$ cat src/rtl/mem_pkg.sv
// Shared encodings, FSM state type and writeback mux helper for the data-memory access stage.
package mem_pkg;

  localparam logic [1:0] WB_SEL_ALU = 2'b00;
  localparam logic [1:0] WB_SEL_MEM = 2'b01;
  localparam logic [1:0] WB_SEL_PC4 = 2'b10;

  typedef enum logic {
    ST_IDLE = 1'b0,
    ST_WAIT = 1'b1
  } mem_state_e;

  // A store always writes back its ALU result, whatever the select field says.
  function automatic logic [31:0] wb_mux(
    input logic [1:0]  sel,
    input logic        is_store,
    input logic        is_load,
    input logic [31:0] alu,
    input logic [31:0] pc4,
    input logic [31:0] rdata
  );
    if (is_store) begin
      return alu;
    end else if (is_load) begin
      return rdata;
    end else if (sel == WB_SEL_PC4) begin
      return pc4;
    end else begin
      return alu;
    end
  endfunction

endpackage

$ cat src/rtl/mem_timeout_counter.sv
// Counts consecutive un-acknowledged WAIT cycles; timeout fires on the TIMEOUT_CYCLES-th one.
module mem_timeout_counter #(
  parameter int TIMEOUT_CYCLES = 255
) (
  input  logic CLOCK,
  input  logic RESET,
  input  logic count_en,
  output logic timeout
);

  localparam int CW = $clog2(TIMEOUT_CYCLES + 1);

  logic [CW-1:0] count_r;

  assign timeout = count_en && (count_r == CW'(TIMEOUT_CYCLES - 1));

  // Count while waiting; clear on leaving WAIT, on ack, or on abort.
  always_ff @(posedge CLOCK) begin
    if (RESET) begin
      count_r <= '0;
    end else if (count_en && !timeout) begin
      count_r <= count_r + CW'(1);
    end else begin
      count_r <= '0;
    end
  end

endmodule

$ cat src/rtl/mem_access_unit.sv
// MEM stage: issues one data-memory request per load/store, stalls until MemAck, feeds MEM/WB.
// Optional feature macro: MEM_TIMEOUT_EN (abort a request after TIMEOUT_CYCLES WAIT cycles).
module mem_access_unit
  import mem_pkg::*;
#(
  parameter int TIMEOUT_CYCLES = 255
) (
  input  logic        CLOCK,
  input  logic        RESET,
  input  logic        RegWriteEN_In,
  input  logic        MemWriteEN_In,
  input  logic [1:0]  Mem2RegSEL_In,
  input  logic [31:0] ALUResult_In,
  input  logic [31:0] WriteData_In,
  input  logic [31:0] PCPlus4_In,
  input  logic [4:0]  RegWBAddr_In,
  output logic        MemReq,
  output logic        MemWE,
  output logic [31:0] MemAddr,
  output logic [31:0] MemWData,
  input  logic        MemAck,
  input  logic [31:0] MemRData,
  output logic        Stall,
  output logic        RegWriteEN_Out,
  output logic [4:0]  RegWBAddr_Out,
  output logic [31:0] WBData_Out,
  output logic        MemError
);

  mem_state_e  state_r;
  logic        mem_error_r;
  logic        is_store_s;
  logic        is_load_s;
  logic        access_s;
  logic        timeout_s;
  logic        stall_s;
  logic [31:0] wb_next_s;

  assign is_store_s = MemWriteEN_In;
  assign is_load_s  = !MemWriteEN_In && (Mem2RegSEL_In == WB_SEL_MEM);
  assign access_s   = is_store_s || is_load_s;
  assign wb_next_s  = wb_mux(Mem2RegSEL_In, is_store_s, is_load_s,
                             ALUResult_In, PCPlus4_In, MemRData);

`ifdef MEM_TIMEOUT_EN
  mem_timeout_counter #(
    .TIMEOUT_CYCLES(TIMEOUT_CYCLES)
  ) u_timeout (
    .CLOCK   (CLOCK),
    .RESET   (RESET),
    .count_en((state_r == ST_WAIT) && !MemAck),
    .timeout (timeout_s)
  );
`else
  logic unused_cfg_s;
  assign unused_cfg_s = (TIMEOUT_CYCLES == 0);
  assign timeout_s    = 1'b0;
`endif

  // Stall: raised on an access in IDLE, held in WAIT until ack (or abort).
  always_comb begin
    stall_s = 1'b0;
    case (state_r)
      ST_IDLE: stall_s = access_s;
      ST_WAIT: stall_s = !MemAck && !timeout_s;
      default: stall_s = 1'b0;
    endcase
  end

  assign Stall    = stall_s;
  assign MemError = mem_error_r;

  // Access FSM, memory-side request registers and MEM/WB pipeline register.
  always_ff @(posedge CLOCK) begin
    if (RESET) begin
      state_r        <= ST_IDLE;
      MemReq         <= 1'b0;
      MemWE          <= 1'b0;
      MemAddr        <= 32'h0;
      MemWData       <= 32'h0;
      RegWriteEN_Out <= 1'b0;
      RegWBAddr_Out  <= 5'd0;
      WBData_Out     <= 32'h0;
      mem_error_r    <= 1'b0;
    end else begin
      case (state_r)
        ST_IDLE: begin
          if (access_s) begin
            state_r        <= ST_WAIT;
            MemReq         <= 1'b1;
            MemWE          <= MemWriteEN_In;
            MemAddr        <= ALUResult_In;
            MemWData       <= WriteData_In;
            RegWriteEN_Out <= 1'b0;
          end else begin
            RegWriteEN_Out <= RegWriteEN_In;
            RegWBAddr_Out  <= RegWBAddr_In;
            WBData_Out     <= wb_next_s;
          end
        end
        ST_WAIT: begin
          if (MemAck) begin
            state_r        <= ST_IDLE;
            MemReq         <= 1'b0;
            MemWE          <= 1'b0;
            RegWriteEN_Out <= RegWriteEN_In;
            RegWBAddr_Out  <= RegWBAddr_In;
            WBData_Out     <= wb_next_s;
          end else if (timeout_s) begin
            // Abort: the instruction retires as a bubble and the error sticks until reset.
            state_r        <= ST_IDLE;
            MemReq         <= 1'b0;
            MemWE          <= 1'b0;
            RegWriteEN_Out <= 1'b0;
            mem_error_r    <= 1'b1;
          end else begin
            RegWriteEN_Out <= 1'b0;
          end
        end
        default: begin
          state_r        <= ST_IDLE;
          MemReq         <= 1'b0;
          MemWE          <= 1'b0;
          RegWriteEN_Out <= 1'b0;
        end
      endcase
    end
  end

endmodule

$ cat config.mk
export PLATFORM = sky130hd
export DESIGN_NAME = mem_access_unit
export DESIGN_NICKNAME = d
export VERILOG_FILES = /design/src/rtl/mem_pkg.sv /design/src/rtl/mem_timeout_counter.sv /design/src/rtl/mem_access_unit.sv
export SDC_FILE = /design/constraint.sdc
export NUM_CORES = 1
export LEC_CHECK = 0
export ABC_AREA = 1
export BUFFER_PORTS_ARGS = -buffer_cell sky130_fd_sc_hd__buf_2
export CORE_MARGIN = 4
export CORE_UTILIZATION = 47
export DETAILED_ROUTE_END_ITERATION = 10
export GPL_TIMING_DRIVEN = 0
export PLACE_DENSITY = 0.81
export SYNTH_ARGS = -nofsm -noshare
export SYNTH_HDL_FRONTEND = slang
export SYNTH_HIERARCHICAL = 1
export SYNTH_SLANG_ARGS = --single-unit
$ cat constraint.sdc
create_clock -name CLOCK -period 1.8 [get_ports CLOCK]
set_clock_uncertainty 0.15 [all_clocks]
set_input_delay 0.27 -clock CLOCK [delete_from_list [all_inputs] [get_ports CLOCK]]
set_output_delay 0.27 -clock CLOCK [all_outputs]
set_load 0.02 [all_outputs]
Word-level counts from Yosys, hierarchy flattened
Cells that the tools add are included.
Widths: inputs -> output; s select.
Word-level totals
  bits in registers: 105
  input port bits: 140
  output and inout bits: 106
  word-level logic and storage cells: 42
Cells by class
  eq/ne operators: 5
  mux-type cells: 21
  bitwise operators: 1
  reductions and logical operators: 7
Operators by type and width (count)
  $mux 32: 5
  $pmux 32 s2: 1
  $mux 5: 2
  $pmux 1 s2: 5
  $pmux 5 s2: 1
  $mux 1: 7
  $ne 2x2->1 const B: 3
  $reduce_and 2->1: 3
  $eq 2x1->1 const B: 1
  $eq 2x2->1 const B: 1
  $logic_not 1->1: 2
  $logic_and 1x1->1: 1
  $logic_or 1x1->1: 1
  $not 1->1: 1

Depth between registers and ports, before layout
Gate-level depths: netlist (run 1).
  depth in word-level cells: 6
  gate-level depth with buffers: 9
  depth with buffers taken out: 8

Least setup slack after synthesis (run 1)
No wires, ideal clock.
  path type: input port to output port
  start: input Mem2RegSEL_In[1]
  end: output Stall
  arrival: 921 ps
  required time: 1380 ps
  setup slack: 459 ps
  stages on the path: 6
  path buffers: 1
  path through: inv_1 > nand2_1 > nand3_2 > nand2_1 > buf_2 > inv_1
On the way
  word-level cells in the longest chain between the ends: 4
Ends and longest elaborated chain
  start, declared: RTL line mem_access_unit.sv:12  | input logic [1:0] Mem2RegSEL_In,
  $eq 2x1->1: RTL line mem_access_unit.sv:40  | assign is_load_s = !MemWriteEN_In && (Mem2RegSEL_In == WB_SEL_MEM);
  $logic_and 1x1->1: RTL line mem_access_unit.sv:40
  $logic_or 1x1->1: RTL line mem_access_unit.sv:41  | assign access_s = is_store_s || is_load_s;
  $pmux 1 s2: RTL line mem_access_unit.sv:63  | case (state_r)
  end, declared: RTL line mem_access_unit.sv:23  | output logic Stall,
Every way passes these cells.

Final worst setup path (run 1)
  start: register state_r
  end: output Stall
On the way
  word-level cells in the longest chain between the ends: 2
Ends and longest elaborated chain
  start, declared: RTL line mem_access_unit.sv:30  | mem_state_e state_r;
  start signal, assigned: RTL line mem_access_unit.sv:76  | state_r <= ST_IDLE;
  start signal, assigned: RTL line mem_access_unit.sv:89  | state_r <= ST_WAIT;
  start signal, assigned: RTL line mem_access_unit.sv:103  | state_r <= ST_IDLE;
  $not 1->1: RTL line mem_access_unit.sv:63
  $pmux 1 s2 *: RTL line mem_access_unit.sv:63
Every way passes the cells marked *; elsewhere a longest branch is shown, timed or not.

==> summary by stage, run 1 <==
Pwr
The combinational group share of total power is 25.2%. The part of the total power dissipated in sequential elements is a little under half. Power spread over the standard cell area amounts to just over 800 mW/mm².

For this design the static power due to leakage is 4.07 nW. The part of the total power dissipated in the clock network is 27.7%. The design draws 0.00551 W.

The internal power is around 0.0037 W. Summed over all nets, the switching power comes to 0.00177 W. The net switching fraction of the power is 32.1%. IR analysis of the VDD net gives a maximum drop of 0.000556 V.

Clocking
The clock passes through at most 2 buffers. The insertion delay of the later-clocked pin in the worst-skew pair is 360 ps. The number of clock sinks is 105. The cell chosen for the clock root is clkbuf_8. The TritonCTS buffer count is 9. Buffers added to address setup during post-CTS repair amount to 0. Clock-pin slew was measured on the worst setup and hold paths at 90 ps. The clock tree from TritonCTS is done. The number of levels in the clock H-tree is 3.

Cells and area
The area overhead of the layout relative to synthesis is 32.0%. Cells with a size suffix above 1 make up 26.7% of the layout. After the last flow step, the layout net total stands at 1243.

The repair_antennas step left the layout with diodes totalling 0. The cell area after layout is 0.00686 mm². Registers take 0.00210 mm².

In the final layout, the multi-input gates occupy around 0.0024 mm². The number of fillers in the final layout is 1068.

Synth
Ranked by total cell area, the synthesized netlist is headed by dfxtp_1 40%, nand2_1 22%, nand3_1 11%. After technology mapping, the gate count stands at 845. The share of flip-flops with an asynchronous set or reset after synthesis is 0%. By count the netlist is led by 304 x nand2_1, 124 x inv_1, 110 x nand3_1. Of the total synthesized cell area, the portion taken by AND, OR, NAND and NOR gates is a little under two fifths. The number of synthesized flops with an enable pin is 0. The number of synthesis warnings is 6.

After Yosys synthesis, XOR and XNOR cells account for 0% of the synthesized area. The post-synthesis instance area is ~0.0052 mm². The biggest area contributor in the post-synthesis netlist is dfxtp_1. The synthesized design contains between 100 and 150 register bits. After Yosys synthesis, full adders, half adders and majority gates account for 0% of the synthesized area. The leading cell type by number of instances after synthesis is nand2_1.

After synthesis, the largest area contributor takes up 40.5% of total cell area. The post-synth net total is 985. In the synthesized netlist the dominant register cell turns out to be dfxtp_1. In this run the mean area of a mapped cell was 6.15 µm². The main combinational cell family by area after synthesis is simple AND/OR/NAND/NOR gates. The complex-gate fraction of the synthesized area is 8.48%. The sequential cell area fraction in the yosys report is roughly two fifths.

The count of unique library cells instantiated by Yosys is 15. The mux contribution to synthesized area is 0%.

Placement
Summed over all nets, the half-perimeter wirelength after detailed placement is 13100 µm. Routability-driven placement finished with a final weighted congestion of 0.901. In this run the tool buffered the top-level ports with 243 buffer cells. The worst setup slack before clock tree synthesis is 72.8 ps.

The instance area at placement is around 0.0066 mm².

Worst setup path
The startpoint type of the worst setup path is a flip-flop. The family of cells with the greatest summed delay on the critical path is buffers and inverters. In this run the worst path has a maximum fanout of 10. The most critical setup path has its startpoint at state_r.

Walking the worst path, the cells encountered are inv_4, nand3_4, nand2_4, buf_6, inv_1, buf_2. In this run the critical register-to-register path is launched from state_r. The number of buffers and inverters on the critical path is 4. Data arrives at the worst endpoint at 1310 ps. For this design, the slowest cell found on the critical path is dfxtp_2. The data required time of the worst path is 1380 ps. The kind of end point of the critical path is an output pin. In this design, the stage delay of the slowest critical-path cell is between 300 and 400 ps. The worst setup path is of the flip-flop to output pin kind.

Global route
The initial antenna violation count is 0. The aggregate global routing overflow is 0. The via count of the first global-routing pass was 5571. The first global-routing pass estimated 27000 µm of wire. Entering global routing, the biggest net connects 16 pins.

In the global route stage, overall resource usage came out at approximately a quarter.

Route
In the final routed layout, each cell accounts on average for 13.9 µm. The detailed-router iteration count before antenna repair is 5. The DRC violation count after routing is 0.

The routed layout has 6009 vias. The detail route stage leaves a number of antenna-violating nets equal to 0. The DRC violation total after the first TritonRoute iteration is 489. Using the TritonRoute via totals, the vias-per-cell ratio works out to 4.82. Summed over all layers, the routed wires come to 17300 µm.

Die
The vertical extent of the die is 113 µm. During I/O placement, the number of pins put on the boundary was 246. Row generation in the floorplan step produced 38 rows. The region available for standard cell placement spans between 0.01 and 0.015 mm². In this run the horizontal extent of the chip is around 110 µm. The die covers 0.0128 mm². Once the floorplan was initialized, standard cells occupied 47.9% of the core.

Timing
The total negative setup slack is 0 ps. Setup violations remaining at the end of the flow were counted as 0. Setup repair after global routing left no endpoint under its margin. After layout, the worst path uses 96.2% of the clock period.

The slew at the pin closest to its max-slew limit is a little under 600 ps. The worst slew slack as a fraction of its limit is 61.3%. The shortest period the worst path allows is 1730 ps. The max-slew violation total from the final report is 0. The slack of the critical path is 68.7 ps. The number of hold violations in the final report is 0. Derived from the worst setup path, the maximum achievable clock frequency is 0.578 GHz.

Run status
The run finished with clean final reports.

Job
The max-cap check violation count is 0.

Hold path
The tightest min-delay check is of the input pin to flip-flop type. The hold path startpoint is WriteData_In[4].
-- per-stage QoR --
step                util (%)  std cells  hold WS (ps)
floorplan                  -        845           223
detailed placement      60.8       1228           285
global route            63.3       1246          9.54
global placement        60.8       1228           282
CTS                     63.1       1246          2.34
finish                  63.3       1246          23.2
-- tightest hold or removal path, stage by stage --
cell	delay [ps]
buf_2	90
nand3_1	60
a21oi_1	60
-- power groups by stage --
| stage | clock network [W] | logic, W | registers [W] |
|---|---|---|---|
| 2_1_floorplan | 0 | 0.000606 | 0.00286 |
| 5_1_grt | 0.00164 | 0.00154 | 0.00262 |
| 4_1_cts | 0.00156 | 0.00139 | 0.00259 |
| 6_report | 0.00153 | 0.00139 | 0.00260 |
| 3_5_place_dp | 0 | 0.00137 | 0.00264 |
| 3_3_place_gp | 0 | 0.00136 | 0.00264 |
-- cell type report --
class | instances | area share, %
plain buffers | 56 | 3.94
multi-input cells | 559 | 34.7
clock buffers | 12 | 2.41
well taps | 140 | 2.55
repair buffers | 247 | 18.3
flip-flops and latches | 105 | 30.7
inverters | 125 | 6.88
clock inverters | 2 | 0.547
-- layer usage --
layer / up-vias / GRT usage [%] / routed length, µm
li1: 3082 / - / -
met1: 2635 / 32.6 / 7180
met2: 260 / 43.4 / 8220
met3: 32 / 5.61 / 1370
met4: 0 / 9.38 / 486
met5: - / 0 / 0
-- path summary, 6_finish.rpt --
path | slack (ps) | cells after the start | to
setup reg to reg | 170 | 5 | MemAddr[28]
hold reg to reg | 300 | 2 | WBData_Out[31]
setup / recovery | 70 | 6 | Stall
hold / removal | 20 | 3 | MemWData[4]
-- logic make-up after synthesis --
family,count (synthesis)
compound gates,88
flops,105
other cells,1
buf+inv,181
simple gates,470
-- state kept, by name, summed over array words and instances (netlist names) --
register / flops
MemAddr: 32
MemReq: 1
MemWData: 32
MemWE: 1
RegWBAddr_Out: 5
RegWriteEN_Out: 1
WBData_Out: 32
state_r: 1
-- repair_timing --
action / 4_1_cts / 5_1_grt
hold endpoints to repair: 4 / 0
cloned: 0 / 0
endpoints found under the setup margin: 1 / 1
gates resized for setup: 5 / 4
hold buffers: 4 / 0
-- placed cells by master, fill, tap and decap left out, drive strengths merged --
| master | n |
|---|---|
| clkinvlp | 1 |
| nand3 | 111 |
| buf | 277 |
| nor2 | 55 |
| bufinv | 1 |
| nand2 | 304 |
| inv | 125 |
| dlygate4sd3 | 4 |
| dfxtp | 105 |
| clkbuf | 34 |
| o21ai | 11 |
| conb | 1 |
| a21oi | 77 |
No activity file was read; power rests on OpenSTA's default activity.
==> inputs of run 2 (changes only) <==
--- a/config.mk
+++ b/config.mk
@@ -11,7 +11,7 @@
 export CORE_UTILIZATION = 47
 export DETAILED_ROUTE_END_ITERATION = 10
 export GPL_TIMING_DRIVEN = 0
-export PLACE_DENSITY = 0.81
+export PLACE_DENSITY_LB_ADDON = 0.25
 export SYNTH_ARGS = -nofsm -noshare
 export SYNTH_HDL_FRONTEND = slang
 export SYNTH_HIERARCHICAL = 1
==> run 2 against run 1 <==
Utilization up 1.0 points; worst setup slack better by 13 ps; cell count up 1.3%; critical path depth unchanged; design area up 1.6%; worst hold slack worse by 12 ps; via count up 0.30%; fmax up 0.75%; sequential share of layout area down 0.51 points; die area unchanged; highest routed layer unchanged.
==> summary by stage, run 2 (same netlist as run 1, synthesis figures left out) <==
Worst setup path
The biggest fanout along the worst timing path is 10 (unchanged). The number of cells on the worst reg-to-reg path was 6 (+1). The startpoint identified for the worst register-to-register timing path is state_r. The setup slack of the most critical reg-to-reg path is 180 ps (about the same). The data required time of the worst path is 1380 ps (about the same). The arrival time reported for the critical path endpoint is 1300 ps (about the same). The category of the critical setup timing path is flip-flop to output pin.

STA classifies the critical path startpoint as a flip-flop. In this run the worst setup path begins at state_r. The endpoint identified for the worst register-to-register timing path is MemWData[30].

The kind of end point of the critical path is an output pin.

Placement
The final weighted congestion of routability-driven global placement was 0.912 (+1.3%). The placed wire-length estimate is 12800 µm (-2.8%). The worst setup slack before clock tree synthesis is 75.7 ps (+2.94 ps). The count of buffers inserted at the top-level ports came to 243 (unchanged).

Route
The DRC violation count after routing is 0 (unchanged). The detailed-router iteration count before antenna repair is 5 (unchanged). The total length of routed wires is 17300 µm (+0.14%). The DRC violation total after the first TritonRoute iteration is 464 (-5.1%).

The count of nets left with antenna violations after detail routing was 0 (unchanged). The average wire length per cell after detail routing is 13.7 µm (-1.1%). The detailed-route via count is 6027 (+0.30%).

The routed via count divided by cell count is 4.78 (-0.97%).

Cells and area
The largest registers in the layout are MemAddr (32), MemWData (32), WBData_Out (32). In the layout the commonest cells are 302 x nand2_1, 267 x buf_2, 123 x inv_1. The utilization after layout was 64.3% (+1.0 points).

The number of nets in the finished design came to 1257 (+1.1%). Leaving out fill and tap cells, the most frequent cell in the layout is nand2_1. The antenna diode instance count is 0 (unchanged).

The area overhead of the layout relative to synthesis is 34.1%. The fraction of layout cells with a size suffix above 1 came to 26.4% (-0.29 points).

Timing
The slack of the critical path was 81.6 ps (+12.9 ps). The total of endpoints with negative setup slack in the final report is 0 (unchanged). The shortest period the worst path allows is 1720 ps (-12.9 ps). The slew at the pin closest to its max-slew limit is 601 ps (+19.6 ps). The post-route fraction of the period consumed by the critical path is 95.5% (-0.72 points). The worst slew slack as a fraction of its limit was 60.0% (-1.3 points). The maximum clock frequency came to 0.582 GHz (+0.75%).

The number of hold violations in the final report is 0 (unchanged). Setup repair after global routing left no endpoint under its margin. The max-slew violation total from the final report is 0 (unchanged).

The total negative setup slack was 0 ps (unchanged).

Die
The number of standard-cell rows in the floorplan came to 38 (unchanged). The top-level I/O count is 246 (unchanged). The starting utilization of the core area was 47.9% (unchanged). The full die area is 0.0128 mm² (unchanged). The horizontal extent of the die is 113 µm (unchanged). The vertical extent of the die is 113 µm (unchanged). The standard cell core area was 0.0108 mm² (unchanged).

Pwr
The leakage component of the power was 4.11 nW (+1.0%). The ratio of total power to cell area was 776 mW/mm² (-3.5%). The maximum ir drop on the vdd rail came to 0.000398 V (-29%).

Hold path
The tightest min-delay check is of the input pin to flip-flop type. The path with the worst hold slack has its endpoint at MemWData[9]. In this run the most critical hold path is launched from WriteData_In[9]. The number of stages on the worst hold path is 3 (unchanged).

Global route
The met1 layer usage reported by global route is 33.6% (+0.93 points). The global-route wire length before repair is 26800 µm (-0.61%). The maximum number of pins on one net before global-route repair is 19 (+3). The global-route usage over all layers is 25.9% (unchanged). The initial antenna violation count was 0 (unchanged).

The met2 capacity usage during global routing is 43.4% (-0.079 points). The met3 global-route usage is 4.71% (-0.91 points). In this run the most used layer during global routing was met2.

The via count of the first global-routing pass is 5436 (-2.4%). The aggregate global routing overflow is 0 (unchanged).

Clocking
The TritonCTS buffer count is 9 (unchanged). The clock tree from TritonCTS is done. The number of levels in the clock H-tree is 3 (unchanged). The insertion delay of the later-clocked pin in the worst-skew pair is 370 ps (about the same). The number of clock sinks is 105 (unchanged). The number of buffers on the longest clock path is 2 (unchanged). The cell chosen for the clock root is clkbuf_8.

The clock transition time at the flip-flop clock pins of the worst setup and hold paths is 100 ps (about the same).

Run status
The run finished with clean final reports.

Job
The max-cap check violation count came to 0 (unchanged).
## run 2: cell types whose count changed in the layout (fill, tap and decap cells not counted), sizes merged
cell	delta
inv	+1
bufinv	-1
buf	+1
dlygate4sd3	+13
clkbuf	-2
clkinvlp	+1
clkinv	+3
## run 2: power breakdown
group          switching [W]  internal (W)  total [W]
Sequential         0.0000880       0.00250    0.00259
Clock               0.000875      0.000522    0.00140
Combinational       0.000900      0.000517    0.00142
## run 2: stage by stage
step | cells | power, W | instance area, µm² | hold WS, ps
4_1_cts | 1261 | 0.00542 | 6950 | 0.0490
3_5_place_dp | 1228 | 0.00401 | 6590 | 287
5_1_grt | 1262 | 0.00568 | 6970 | 0.811
6_report | 1262 | 0.00541 | 6970 | 11.5
2_1_floorplan | 845 | 0.00347 | 5190 | 223
3_3_place_gp | 1228 | 0.00400 | 6590 | 281
## run 2: per-layer routing
metal,routed length (µm),vias to the layer above,share of wire [%]
li1,-,3114,-
met1,7340,2639,42
met2,8120,242,47
met3,1430,32,8.3
met4,396,0,2.3
met5,0,-,0
## run 2: critical path, stage by stage, from the launching register on
cell	delay [ps]
dfxtp_1	340
inv_2	90
nand3_4	90
nand2_4	90
buf_6	140
inv_1	40
buf_2	150
## run 2: repair_timing
item                       4_1_cts  5_1_grt
gates cloned                     0        0
hold endpoints to repair        17        0
hold buffers                    17        0
pin swaps                        1        0
gates resized for setup          4        3
setup endpoints to repair        1        1
buffers inserted                 0        1
## run 2: worst max-delay path by stage
| stage | endpoint | slack (ps) |
|---|---|---|
| final | Stall | 80 |
| after global routing | Stall | 10 |
| after CTS | Stall | 9 |
| after detailed placement | MemWData[6] | 80 |
| after global placement | MemAddr[29] | 80 |
| after floorplan | Stall | 460 |
## run 2: layout make-up
cell class	count	area (µm²)
buffer	56	270
multi-input combinational	559	2380
inverter	125	469
timing repair buffer	261	1390
clock buffer	10	128
tap	140	175
clock inverter	6	52.6
sequential	105	2100
fill	1025	3870
==> inputs of run 3 (changes only) <==
--- a/config.mk
+++ b/config.mk
@@ -11,7 +11,7 @@
 export CORE_UTILIZATION = 47
 export DETAILED_ROUTE_END_ITERATION = 10
 export GPL_TIMING_DRIVEN = 0
-export PLACE_DENSITY_LB_ADDON = 0.25
+export PLACE_DENSITY = 0.85
 export SYNTH_ARGS = -nofsm -noshare
 export SYNTH_HDL_FRONTEND = slang
 export SYNTH_HIERARCHICAL = 1
==> run 3 against run 2 <==
Sequential power about the same; first-iteration DRC count up 22%; total power up 0.63%; design area shrank 1.2%; via count up 1.3%; critical path type unchanged; cell count fell by 0.71%; fmax shrank 1.8%; utilization fell by 0.76 points; worst setup slack worse by 31 ps.
==> summary by stage, run 3 (same netlist as run 1, synthesis figures left out) <==
Route
The detailed-route via count is 6104 (+1.3%). The count of nets left with antenna violations after detail routing is 0 (unchanged). The routed via count divided by cell count is 4.87 (+2.0%). The total length of routed wires is 17700 µm (+2.5%).

The DRC violation total after the first TritonRoute iteration is 564 (+22%). The DRC violation count after routing is 0 (unchanged). The average wire length per cell after detail routing is 14.1 µm (+3.3%). The detailed-router iteration count before antenna repair is 5 (unchanged).

Die
The starting utilization of the core area came to 47.9% (unchanged). The standard cell core area is 0.0108 mm² (unchanged). The number of standard-cell rows in the floorplan is 38 (unchanged). The horizontal extent of the die is 113 µm (unchanged).

The top-level I/O count is 246 (unchanged). The vertical extent of the die came to 113 µm (unchanged). The full die area came to 0.0128 mm² (unchanged).

Cells and area
The cell area after layout came to 0.00689 mm² (-1.2%). The fraction of layout cells with a size suffix above 1 is 26.5% (+0.12 points). The number of nets in the finished design is 1248 (-0.72%). Leaving out fill and tap cells, the most frequent cell in the layout is nand2_1. The number of fillers in the final layout is 1059 (+3.3%).

The area overhead of the layout relative to synthesis is 32.5%. The utilization after layout came to 63.5% (-0.76 points). The top cell types in the final layout, fill and taps aside, are 303 x nand2_1, 267 x buf_2, 123 x inv_1. The largest registers in the layout are MemAddr (32), MemWData (32), WBData_Out (32). The antenna diode instance count is 0 (unchanged).

Timing
The total of endpoints with negative setup slack in the final report is 0 (unchanged). The worst slew slack as a fraction of its limit is 59.0% (-0.94 points). The shortest period the worst path allows is 1750 ps (+31.2 ps). The number of hold violations in the final report was 0 (unchanged). The max-slew violation total from the final report is 0 (unchanged). The post-route fraction of the period consumed by the critical path came to 97.2% (+1.7 points).

The worst hold slack across all endpoints was 9.98 ps (-1.53 ps). The maximum clock frequency came to 0.572 GHz (-1.8%). The slack of the critical path is 50.4 ps (-31.2 ps). The slew at the pin closest to its max-slew limit is 615 ps (+14.1 ps).

Worst setup path
The arrival time reported for the critical path endpoint was 1330 ps (+30 ps). The data required time of the worst path is 1380 ps (about the same). The number of cells on the worst reg-to-reg path came to 5 (-1). The family of cells with the greatest summed delay on the critical path is flip-flops.

The kind of end point of the critical path is an output pin. The total stage count of the critical path is 5 (-1). The biggest fanout along the worst timing path is 10 (unchanged).

The startpoint type of the worst setup path is a flip-flop. The slowest cell on the critical path is dfxtp_1. The critical path is of the flip-flop to output pin type. The delay of the slowest critical-path stage is 370 ps (+30 ps). The critical path goes through nand2_1, nand2_4, buf_6, inv_1, buf_2. The count of buffer and inverter cells on the critical path is 3 (-1).

Pwr
The ratio of total power to cell area is 790 mW/mm² (+1.8%). The leakage component of the power came to 4.08 nW (-0.68%). The maximum ir drop on the vdd rail was 0.000406 V (+2.2%).

Global route
The global-route usage over all layers is 26.4% (+0.57 points). The global-route wire length before repair is 27600 µm (+2.9%). The aggregate global routing overflow is 0 (unchanged).

The via count of the first global-routing pass is 5670 (+4.3%). The maximum number of pins on one net before global-route repair came to 19 (unchanged). The initial antenna violation count is 0 (unchanged).

Hold path
The min-delay analysis places its worst path in the category input pin to flip-flop. The number of stages on the worst hold path is 3 (unchanged).

Clocking
The clock tree from TritonCTS is done. The insertion delay of the later-clocked pin in the worst-skew pair is 350 ps (-20 ps). The number of clock sinks is 105 (unchanged). The post-CTS setup repair buffer count is 0 (unchanged). The clock transition time at the flip-flop clock pins of the worst setup and hold paths is 120 ps (+20 ps). The number of buffers on the longest clock path is 2 (unchanged). The cell chosen for the clock root is clkbuf_8.

The number of levels in the clock H-tree is 3 (unchanged). The TritonCTS buffer count was 9 (unchanged).

Placement
The count of buffers inserted at the top-level ports is 243 (unchanged). The placed wire-length estimate came to 13300 µm (+4.4%). The instance area at placement came to 0.00659 mm² (unchanged). The worst setup slack before clock tree synthesis is 50.6 ps (-25.1 ps). The final weighted congestion of routability-driven global placement is 0.937 (+2.7%).

Job
The max-cap check violation count came to 0 (unchanged).

Run status
The run finished with clean final reports.
## run 3: stage by stage
stage	power (W)	TNS (ps)	std cells
after detailed placement	0.00402	0	1228
final	0.00544	0	1253
after global placement	0.00400	0	1228
after global routing	0.00573	-12.8	1253
after floorplan	0.00347	0	845
after CTS	0.00545	0	1249
## run 3: report_power, final
part           internal [W]  leakage (nW)  switching (W)
Clock              0.000563        0.0952       0.000872
Sequential          0.00250         0.864      0.0000909
Combinational      0.000504          3.13       0.000907
## run 3: cell type report
class,instances,area [µm²],area share (%)
multi-input combinational,559,2370,34.5
timing repair buffer,252,1310,19.0
sequential,105,2100,30.5
clock buffer,10,138,2.00
clock inverter,6,50.0,0.727
buffer,56,270,3.93
inverter,125,469,6.81
tap,140,175,2.54
## run 3: routing by layer
metal  track usage [%]  part of all wire, %
met1              34.1                   41
met2              43.3                   47
met3              6.15                  9.2
met4              9.21                  2.8
met5                 0                    0
## run 3: repair_timing
| item | CTS | global route |
|---|---|---|
| hold buffers | 5 | 4 |
| endpoints found under the hold margin | 5 | 4 |
| gates resized for setup | 4 | 2 |
| setup endpoints to repair | 1 | 1 |
## run 3: tightest hold or removal path, delay by kind of cell
kind                   cells  cell delay [ps]
AO/OA/AOI/OAI              1               60
buffers and inverters      1              100
AND/OR/NAND/NOR            1               70
## run 3: path summary, 6_finish.rpt
| kind | endpoint | slack, ps | from |
|---|---|---|---|
| max | Stall | 50 | state_r |
| min | MemWData[25] | 10 | WriteData_In[25] |
| max reg2reg | MemAddr[25] | 180 | state_r |
| min reg2reg | WBData_Out[16] | 310 | WBData_Out[16] |
